File: config.mk
export PLATFORM = sky130hd
export DESIGN_NAME = usb_tx_sequencer
export DESIGN_NICKNAME = d
export VERILOG_FILES = /design/src/rtl/usb_tx_sequencer.sv
export SDC_FILE = /design/constraint.sdc
export NUM_CORES = 1
export LEC_CHECK = 0
export ABC_AREA = 0
export CAP_MARGIN = 20
export CORE_UTILIZATION = 42
export CTS_CLUSTER_DIAMETER = 200
export CTS_CLUSTER_SIZE = 24
export DETAILED_ROUTE_END_ITERATION = 16
export PLACE_DENSITY = 0.75
export REMOVE_ABC_BUFFERS = 1
export SLEW_MARGIN = 5
export SYNTH_ARGS = -nofsm -noshare
export SYNTH_HDL_FRONTEND = slang
export SYNTH_SLANG_ARGS = --single-unit
File: constraint.sdc
create_clock -name clk -period 1.77 [get_ports clk]
set_clock_uncertainty 0.05 [all_clocks]
set_input_delay 0.2655 -clock clk [delete_from_list [all_inputs] [get_ports clk]]
set_output_delay 0.2655 -clock clk [all_outputs]
set_load 0.005 [all_outputs]
File: src/rtl/usb_tx_sequencer.sv
// USB transmit packet sequencer: steps SYNC, PID, FIFO payload, CRC16 and EOP through the byte datapath.
// Latency: control outputs decode from state in the same cycle; done pulses one cycle after the last EOP bit.
// Backpressure: the datapath paces bytes with load_byte; start is ignored while busy or during the done cycle.
//
// Ports:
//   clk, rst          clock, asynchronous active-high reset
//   start             one-cycle packet request (pid, data_len, crc_en sampled with it)
//   pid               PID nibble, sent as {~pid,pid}
//   data_len          payload byte count, clamped to MAX_LEN
//   crc_en            append CRC low then CRC high byte
//   fifo_empty        TX FIFO empty flag (used only with UNDERRUN_CHECK_EN)
//   load_byte         datapath strobe: current byte finished, staged mux byte loaded
//   fsm_byte, select  staged byte and mux select (0=FIFO, 1=FSM, 2=CRC low, 3=CRC high)
//   load_en           force-load of the first (SYNC) byte
//   tim_rst, tim_en   bit timer control
//   idle, eop         encoder J / SE0 drive
//   eop_new_bit       bit strobe to the encoder during EOP
//   fifo_read         one-cycle FIFO pop
//   busy, done        packet in progress / one-cycle completion pulse
//   tx_err            sticky underrun flag, cleared by the next accepted start
//
// Optional feature macro: UNDERRUN_CHECK_EN (abort to EOP when the FIFO runs dry mid-payload).

module usb_tx_sequencer #(
  parameter int         BIT_CLKS  = 8,
  parameter int         MAX_LEN   = 64,
  parameter logic [7:0] SYNC_BYTE = 8'h80
) (
  input  logic       clk,
  input  logic       rst,
  input  logic       start,
  input  logic [3:0] pid,
  input  logic [6:0] data_len,
  input  logic       crc_en,
  input  logic       fifo_empty,
  input  logic       load_byte,
  output logic [7:0] fsm_byte,
  output logic [1:0] select,
  output logic       load_en,
  output logic       tim_rst,
  output logic       tim_en,
  output logic       idle,
  output logic       eop,
  output logic       eop_new_bit,
  output logic       fifo_read,
  output logic       busy,
  output logic       done,
  output logic       tx_err
);

  localparam int             CNT_W    = (BIT_CLKS > 1) ? $clog2(BIT_CLKS) : 1;
  localparam logic [CNT_W-1:0] CNT_LAST = CNT_W'(BIT_CLKS - 1);
  localparam logic [6:0]     LEN_CAP  = 7'(MAX_LEN);

  localparam logic [1:0] SEL_FIFO   = 2'd0;
  localparam logic [1:0] SEL_FSM    = 2'd1;
  localparam logic [1:0] SEL_CRC_LO = 2'd2;
  localparam logic [1:0] SEL_CRC_HI = 2'd3;

  // State names the byte currently on the wire; select/fsm_byte stage the next one.
  typedef enum logic [3:0] {
    S_IDLE,
    S_ARM,
    S_SYNC,
    S_PID,
    S_DATA,
    S_CRC_LO,
    S_CRC_HI,
    S_EOP_SE0,
    S_EOP_J
  } state_t;

  state_t           state;
  state_t           state_nx;
  logic [3:0]       pid_q;
  logic [6:0]       rem_q;
  logic             crc_q;
  logic             done_q;
  logic [CNT_W-1:0] bit_cnt;
  logic             se0_half;  // first SE0 bit time already elapsed

  logic accept;
  logic in_eop;
  logic bit_tick;
  logic fifo_load;
  logic underrun;

  // The done cycle is already IDLE; masking start there keeps the pulse from overlapping a new packet.
  assign accept    = start && (state == S_IDLE) && !done_q;
  assign in_eop    = (state == S_EOP_SE0) || (state == S_EOP_J);
  assign bit_tick  = in_eop && (bit_cnt == CNT_LAST);
  assign fifo_load = load_byte && ((state == S_PID) || (state == S_DATA)) && (rem_q != 7'd0);

`ifdef UNDERRUN_CHECK_EN
  logic tx_err_q;

  assign underrun = fifo_load && fifo_empty;
  assign tx_err   = tx_err_q;

  always_ff @(posedge clk or posedge rst) begin
    if (rst) begin
      tx_err_q <= 1'b0;
    end else if (accept) begin
      tx_err_q <= 1'b0;
    end else if (underrun) begin
      tx_err_q <= 1'b1;
    end
  end
`else
  logic unused_fifo_empty;

  assign unused_fifo_empty = fifo_empty;
  assign underrun          = 1'b0;
  assign tx_err            = 1'b0;
`endif

  assign fifo_read   = fifo_load && !underrun;
  assign done        = done_q;
  assign eop_new_bit = bit_tick;

  always_ff @(posedge clk or posedge rst) begin
    if (rst) begin
      state    <= S_IDLE;
      pid_q    <= 4'd0;
      rem_q    <= 7'd0;
      crc_q    <= 1'b0;
      done_q   <= 1'b0;
      bit_cnt  <= '0;
      se0_half <= 1'b0;
    end else begin
      state  <= state_nx;
      done_q <= (state == S_EOP_J) && bit_tick;

      if (accept) begin
        pid_q <= pid;
        rem_q <= (data_len > LEN_CAP) ? LEN_CAP : data_len;
        crc_q <= crc_en;
      end else if (fifo_read) begin
        rem_q <= rem_q - 7'd1;
      end

      // Free-running bit timer, held at zero outside EOP so each EOP starts a full bit time.
      if (!in_eop || bit_tick) begin
        bit_cnt <= '0;
      end else begin
        bit_cnt <= bit_cnt + CNT_W'(1);
      end

      if (state != S_EOP_SE0) begin
        se0_half <= 1'b0;
      end else if (bit_tick) begin
        se0_half <= ~se0_half;
      end
    end
  end

  always_comb begin
    state_nx = state;
    fsm_byte = SYNC_BYTE;
    select   = SEL_FSM;
    load_en  = 1'b0;
    tim_rst  = 1'b0;
    tim_en   = 1'b0;
    idle     = 1'b0;
    eop      = 1'b0;
    busy     = 1'b1;

    case (state)
      S_IDLE: begin
        idle = 1'b1;
        busy = 1'b0;
        if (accept) begin
          state_nx = S_ARM;
        end
      end

      S_ARM: begin
        idle     = 1'b1;
        load_en  = 1'b1;
        tim_rst  = 1'b1;
        state_nx = S_SYNC;
      end

      S_SYNC: begin
        tim_en   = 1'b1;
        fsm_byte = {~pid_q, pid_q};
        if (load_byte) begin
          state_nx = S_PID;
        end
      end

      S_PID, S_DATA: begin
        tim_en = 1'b1;
        if (rem_q != 7'd0) begin
          select = SEL_FIFO;
        end else if (crc_q) begin
          select = SEL_CRC_LO;
        end
        if (load_byte) begin
          if (underrun) begin
            state_nx = S_EOP_SE0;
          end else if (rem_q != 7'd0) begin
            state_nx = S_DATA;
          end else if (crc_q) begin
            state_nx = S_CRC_LO;
          end else begin
            state_nx = S_EOP_SE0;
          end
        end
      end

      S_CRC_LO: begin
        tim_en = 1'b1;
        select = SEL_CRC_HI;
        if (load_byte) begin
          state_nx = S_CRC_HI;
        end
      end

      S_CRC_HI: begin
        tim_en = 1'b1;
        if (load_byte) begin
          state_nx = S_EOP_SE0;
        end
      end

      S_EOP_SE0: begin
        eop = 1'b1;
        if (bit_tick && se0_half) begin
          state_nx = S_EOP_J;
        end
      end

      S_EOP_J: begin
        if (bit_tick) begin
          state_nx = S_IDLE;
        end
      end

      default: begin
        state_nx = S_IDLE;
      end
    endcase
  end

endmodule

==> implementation parameters <==
Parameter                              Value

Yosys
  Number of synthesis warnings    0
  Number of unique standard cell types used by synthesis    48
  Synthesized cell area    1290 µm²
  Share of the synthesized area in the top cell type    0.408
  Post-synthesis cell count    148
  Share of synthesized flip-flops with an asynchronous set or reset    1.00
  Cells taking the most area after synthesis    sky130_fd_sc_hd__dfrtp_1, sky130_fd_sc_hd__a21oi_1, sky130_fd_sc_hd__nand2_1
  Flops & latches, synth    21
  Primary flip-flop cell chosen by synthesis mapping    sky130_fd_sc_hd__dfrtp_1
  Part of the Yosys area used for sequential elements    0.408
  Number of synthesized flops with an enable pin    0
  Post-Synthesis Mean Instance Area    8.70 µm²
  Largest area contributor in the netlist    sky130_fd_sc_hd__dfrtp_1

Timing
  Worst Tran Pin Value    0.584 ns
  Final setup TNS    -10.19 ns
  Slew margin rel.    0.610
  Final worst path period share    1.24
  Min Hold Slack    0.203 ns
  Final critical-path required period    2.20 ns
  Setup repair after global routing missed its margin    true
  Total setup violations reported at the end of the flow    36
  Max frequency    0.456 GHz
  Count of final hold-check violations    0
  Pins over their slew limit    0
  Slack of the critical path    -0.425 ns

CTS
  Longest Clk Path Bufs    2
  Number of clock sinks    21
  Clock latency at the later pin of the worst-skew pair    0.33 ns
  Hold buffers post-CTS    0
  CTS tree    yes
  CTS buffer count    3
  Maximum level of the CTS H-tree    1
  Post-CTS clock slew at the launch and capture registers of the worst setup and hold paths    0.13 ns
  Clock root buffer master    sky130_fd_sc_hd__clkbuf_4

Cells and area
  Combined area of the multi-input logic cells    927 µm²
  Fill cell total of the finished layout    126
  Antenna diode count    0
  Proportion of layout cells with a drive suffix above 1    0.585
  Commonest cells after routing, fill and taps aside    sky130_fd_sc_hd__buf_4, sky130_fd_sc_hd__buf_6, sky130_fd_sc_hd__dfrtp_1, sky130_fd_sc_hd__clkdlybuf4s50_1, sky130_fd_sc_hd__buf_2
  # nets final    269
  Area added between synthesis and finish    94.8%
  Register cell area after layout    529 µm²
  Core occupancy in the finished layout    0.886
  Non-filler cells, final    279
  Most common cell after layout, fill and taps aside    sky130_fd_sc_hd__buf_4

Setup path
  Worst Path Class, Setup    flip-flop to output pin
  R2R cell count    8
  Critical Path Sink    select[0]
  Element type at the critical path end    output pin
  Capturing point of the worst reg2reg path    rem_q[1]
  Internal reg-to-reg setup slack    -0.43 ns
  Worst path required time    1.45 ns
  Critical Path Start Type    flip-flop
  Critical R2R Launch    state[1]
  Data arrival at the endpoint of the critical path    1.88 ns
  Startpoint of the worst setup timing path    state[0]
  Crit Path Max Fanout    5

Global routing
  GRT Total Usage    0.329
  Via count of the first global-routing pass    1729
  Global-route wire length before repair    8090 µm
  Maximum number of pins on one net before global-route repair    22
  Number of antenna violations at the first check in global routing    0
  Grt ovf    0

Floorplan
  Initial Utilization    0.455
  Number of rows created at floorplan    19
  Die outline area    3290 µm²
  Die extent in y    57.4 µm
  Top-level I/O count    37
  Core area    2830 µm²
  Die X    57.4 µm

Hold path
  Hold/Removal Path Class    input pin to async pin

Flow run
  Max-Cap Viols    0

Power
  Power per cell area    1780 nW/µm²
  P_leak    0.00118 µW
  Worst VDD drop    1210 µV

Drt
  Remaining routing DRC violations    4
  Starting DRC count in detailed routing    77
  Routed len/inst    21.2 µm
  Final antenna-violating net count    0
  Vias after detailed routing    1697
  Router iterations before antenna repair    11
  Drt total wl    5920 µm
  Detailed-route vias per instance    6.08

Outcome
  Violations in the final reports    DRC, setup timing
  Run status    finished with violations

Placed design
  Number of placed instances with taps included    243
  Post-DP HPWL    2630 µm
  GPL Wtd Cong    0.818
  I/O Buffers    34
==> layer usage <==
layer	vias to the layer above	part of all wire	global-route usage
met5	-	0	0
met4	0	0.050	0.185
met3	37	0.071	0.0703
met2	116	0.52	0.575
met1	834	0.36	0.369
li1	710	-	-
==> kinds of logic after synthesis <==
group           Yosys count  share of synthesized area
fa+ha+maj                 3                     0.0292
other cells               1                    0.00291
simple gates             59                      0.249
xor+xnor                  6                     0.0408
compound gates           38                      0.196
buf+inv                  20                     0.0739
flops                    21                      0.408
==> power by group <==
| group | switching [µW] | internal, µW | total (µW) |
|---|---|---|---|
| combinational | 1480 | 1800 | 3280 |
| clock | 167 | 85.0 | 252 |
| sequential | 237 | 685 | 923 |
==> stage by stage <==
stage / power, µW / area [µm²] / worst slack (ns)
finish: 4450 / 2510 / -0.425
CTS: 3820 / 2330 / -0.373
detailed placement: 2760 / 1910 / -0.419
global placement: 2690 / 1910 / -0.337
floorplan: 1700 / 1230 / -0.239
global route: 4620 / 2510 / -0.503
==> worst min-delay path by stage <==
| stage | from | to | depth (start not counted) |
|---|---|---|---|
| 6_report | rst | se0_half | 3 |
| 2_1_floorplan | rst | bit_cnt[0] | 1 |
| 3_3_place_gp | bit_cnt[0] | bit_cnt[0] | 1 |
| 5_1_grt | rst | rem_q[0] | 3 |
| 4_1_cts | rst | bit_cnt[0] | 3 |
| 3_5_place_dp | bit_cnt[0] | bit_cnt[0] | 1 |
==> final cells by class <==
type	instances	area share
Clock buffer	3	0.00898
Sequential cell	21	0.211
Multi-Input combinational cell	107	0.370
Timing Repair Buffer	105	0.376
Tap cell	31	0.0155
Clock inverter	1	0.00200
Inverter	11	0.0165
==> sequential cells by signal (all words and copies together) (netlist names) <==
| signal | cells |
|---|---|
| state | 4 |
| bit_cnt | 3 |
| se0_half | 1 |
| pid_q | 4 |
| rem_q | 7 |
| done | 1 |
| crc_q | 1 |
==> synth_stat cells (2+ instances only) <==
master	number
sky130_fd_sc_hd__dfrtp_1	21
sky130_fd_sc_hd__nand2_1	18
sky130_fd_sc_hd__a21oi_1	16
sky130_fd_sc_hd__inv_1	11
sky130_fd_sc_hd__nor2_1	11
sky130_fd_sc_hd__and2_1	5
sky130_fd_sc_hd__buf_2	4
sky130_fd_sc_hd__o21ai_0	4
sky130_fd_sc_hd__xor2_1	4
sky130_fd_sc_hd__ha_1	3
sky130_fd_sc_hd__nand3_1	3
sky130_fd_sc_hd__nor3_1	3
sky130_fd_sc_hd__a21o_1	2
sky130_fd_sc_hd__buf_4	2
sky130_fd_sc_hd__clkbuf_1	2
sky130_fd_sc_hd__nand4_1	2
sky130_fd_sc_hd__nor2b_1	2
sky130_fd_sc_hd__o21a_1	2
sky130_fd_sc_hd__or3_1	2
sky130_fd_sc_hd__or3b_1	2
sky130_fd_sc_hd__xnor2_1	2
==> worst max-delay path, cell delays in order, from the launching register on <==
cell and delay (ns):
sky130_fd_sc_hd__dfrtp_2 0.50, sky130_fd_sc_hd__or3b_4 0.44, sky130_fd_sc_hd__a21oi_4 0.18, sky130_fd_sc_hd__buf_4 0.16
sky130_fd_sc_hd__buf_4 0.10, sky130_fd_sc_hd__o21ai_1 0.05, sky130_fd_sc_hd__buf_2 0.13
==> what timing repair did <==
action / CTS / global route
gates resized for setup: 141 / 39
setup endpoints to repair: 34 / 37
pin swaps: 28 / 21
buffers inserted: 30 / 10
gates cloned: 1 / 0
Power figures use the tool's default switching activity.
==> variant: new RTL, config.mk and constraints unchanged <==
The parameter `BIT_CLKS` goes from 8 to 16.
--- a/src/rtl/usb_tx_sequencer.sv
+++ b/src/rtl/usb_tx_sequencer.sv
@@ -24,3 +24,3 @@
 module usb_tx_sequencer #(
-  parameter int         BIT_CLKS  = 8,
+  parameter int         BIT_CLKS  = 16,
   parameter int         MAX_LEN   = 64,
Formal check against the unedited RTL: same outputs for any inputs over 10 cycles, from zero or initial values and one cycle with rst high; that may be too few to reach the edited logic, so the function may still have changed.
==> variant against the unedited design <==
Cell area is 4.7% higher. Sequential cell count is 1 higher. Area after synthesis is 3.4% higher. Register-to-register slack worse by 0.02 ns. Routed wire length is 16% higher. Total power is 0.77% lower. First-iteration DRC count grew to 2.7 times the old value. Setup slack worse by 0.21 ns. Largest cell class is now multi-input gates. The run ends with setup timing left. Die area is 3.3% higher.
==> variant: results (changes against the unedited design) <==
The final setup slack of the worst path is -0.632 ns (-0.207 ns). The starting density of the core came out at 44.0% (-1.5 points). The total placed instance area is 1950 um2 (+2.2%). The average vias per placed instance was 6.07 (-0.24%). The final net count is 271 (+0.74%). The worst register-to-register path ends at state[1]. The met3 track utilization from global routing came out at 3.74% (-3.3 points).

The stage delay of the slowest cell on the critical path is 0.43 ns (-0.07 ns). The highest fanout seen on the critical path is 2 (-3). The number of distinct library cells after synthesis came out at 42 (-13%). The final reports fail on setup timing. The total CTS buffers came out at 3 (unchanged).

The number of detailed-routing iterations run before antenna repair came out at 5 (-6). The ratio of cells with drive above 1 in the final layout was 60.6% (+2.1 points). The leakage dissipation is 1.23 nW (+4.9%). The final routed wire length divided by cell count came out at 23.3 um (+9.6%). In the synthesized netlist, the cells that appear most often are dfrtp_1 (22), nand2_1 (21), nor2_1 (16). The data arrival time of the critical path came out at 2.09 ns (+0.21 ns). The wire length of the first global-routing pass came out at 7.36 mm (-9.0%). The slowest stage of the critical path is the dfrtp_1 cell. The setup slack at placement came out at -0.558 ns (-0.139 ns). The final-layout worst hold slack is 0.231 ns (+0.0282 ns). The final weighted congestion in routability-driven placement came to 0.881 (+7.8%).

The sequential cell area fraction in the yosys report came out at 41.4% (+0.54 points). The number of endpoints failing setup at the final stage is 34 (-5.6%). The total met3 wirelength after detailed routing is 734 um (+75%). The setup slack on the worst flop-to-flop path came out at -0.45 ns (-0.02 ns). The met2 routing resource usage after global routing came out at 52.5% (-4.9 points). The number of filler cells placed in the layout came to 124 (-1.6%).

The run finished, with violations left. The total global-route track usage came out at 29.1% (-3.8 points). The via count of the first global-routing pass is 1583 (-8.4%).

The maximum VDD drop was 0.797 mV (-34%). Sorting the synthesized cells by area gives the leading types as dfrtp_1 (41%), nand2_1 (5.9%), nor2_1 (4.5%), a21oi_1 (4.1%), xor2_1 (2.6%). The met1 routing resource usage after global routing came to 34.2% (-2.8 points).
-- variant: worst max path at each step --
stage	endpoint	slack (ns)	from	depth (start not counted)
floorplan	state[2]	-0.09	state[1]	4
CTS	select[0]	-0.37	rem_q[0]	8
finish	select[1]	-0.63	rem_q[1]	8
detailed placement	select[0]	-0.56	rem_q[1]	7
global placement	select[0]	-0.51	rem_q[0]	7
global route	select[1]	-0.66	rem_q[0]	8
-- variant: kinds of logic after synthesis --
kind of cell | synth area share, %
buffers and inverters | 7.42
flip-flops | 41.4
AO/OA/AOI/OAI | 15.3
AND/OR/NAND/NOR | 29.8
XOR/XNOR | 3.95
other | 0.282
adder cells (fa/ha/maj) | 1.88
-- variant: cell type report --
type                       instances  area, um2  area share (%)
tap                               44       55.1            2.10
inverter                           9       33.8            1.29
timing repair buffer             104        963            36.7
multi-input combinational        112        986            37.5
clock buffer                       4       36.3            1.38
sequential                        22        552            21.0
-- variant: through the flow --
step,std cells,setup TNS [ns]
finish,295,-8.50
global route,295,-9.51
CTS,285,-4.13
detailed placement,259,-4.03
global placement,259,-3.31
floorplan,143,-0.270
-- variant: where the power goes --
group          leakage, nW  switching (W)  internal [W]
Combinational        0.937        0.00153       0.00167
Clock               0.0210       0.000164      0.000126
Sequential           0.275       0.000234      0.000697
-- variant: worst max-delay path, delay by kind of cell, from the launching register on --
family / cells / cell delay, ns
and+or+nand+nor: 3 / 0.54
buffers and inverters: 2 / 0.23
DFF: 1 / 0.43
AOI/OAI and AO/OA: 2 / 0.42
adders and majority gates: 1 / 0.15
-- variant: timing repair --
item                       in CTS  in global routing
setup endpoints to repair      30                 34
hold endpoints to repair        0                  0
gates resized for setup       131                 58
buffers inserted               22                 13
pin swaps                      36                 26
cloned                          0                  1
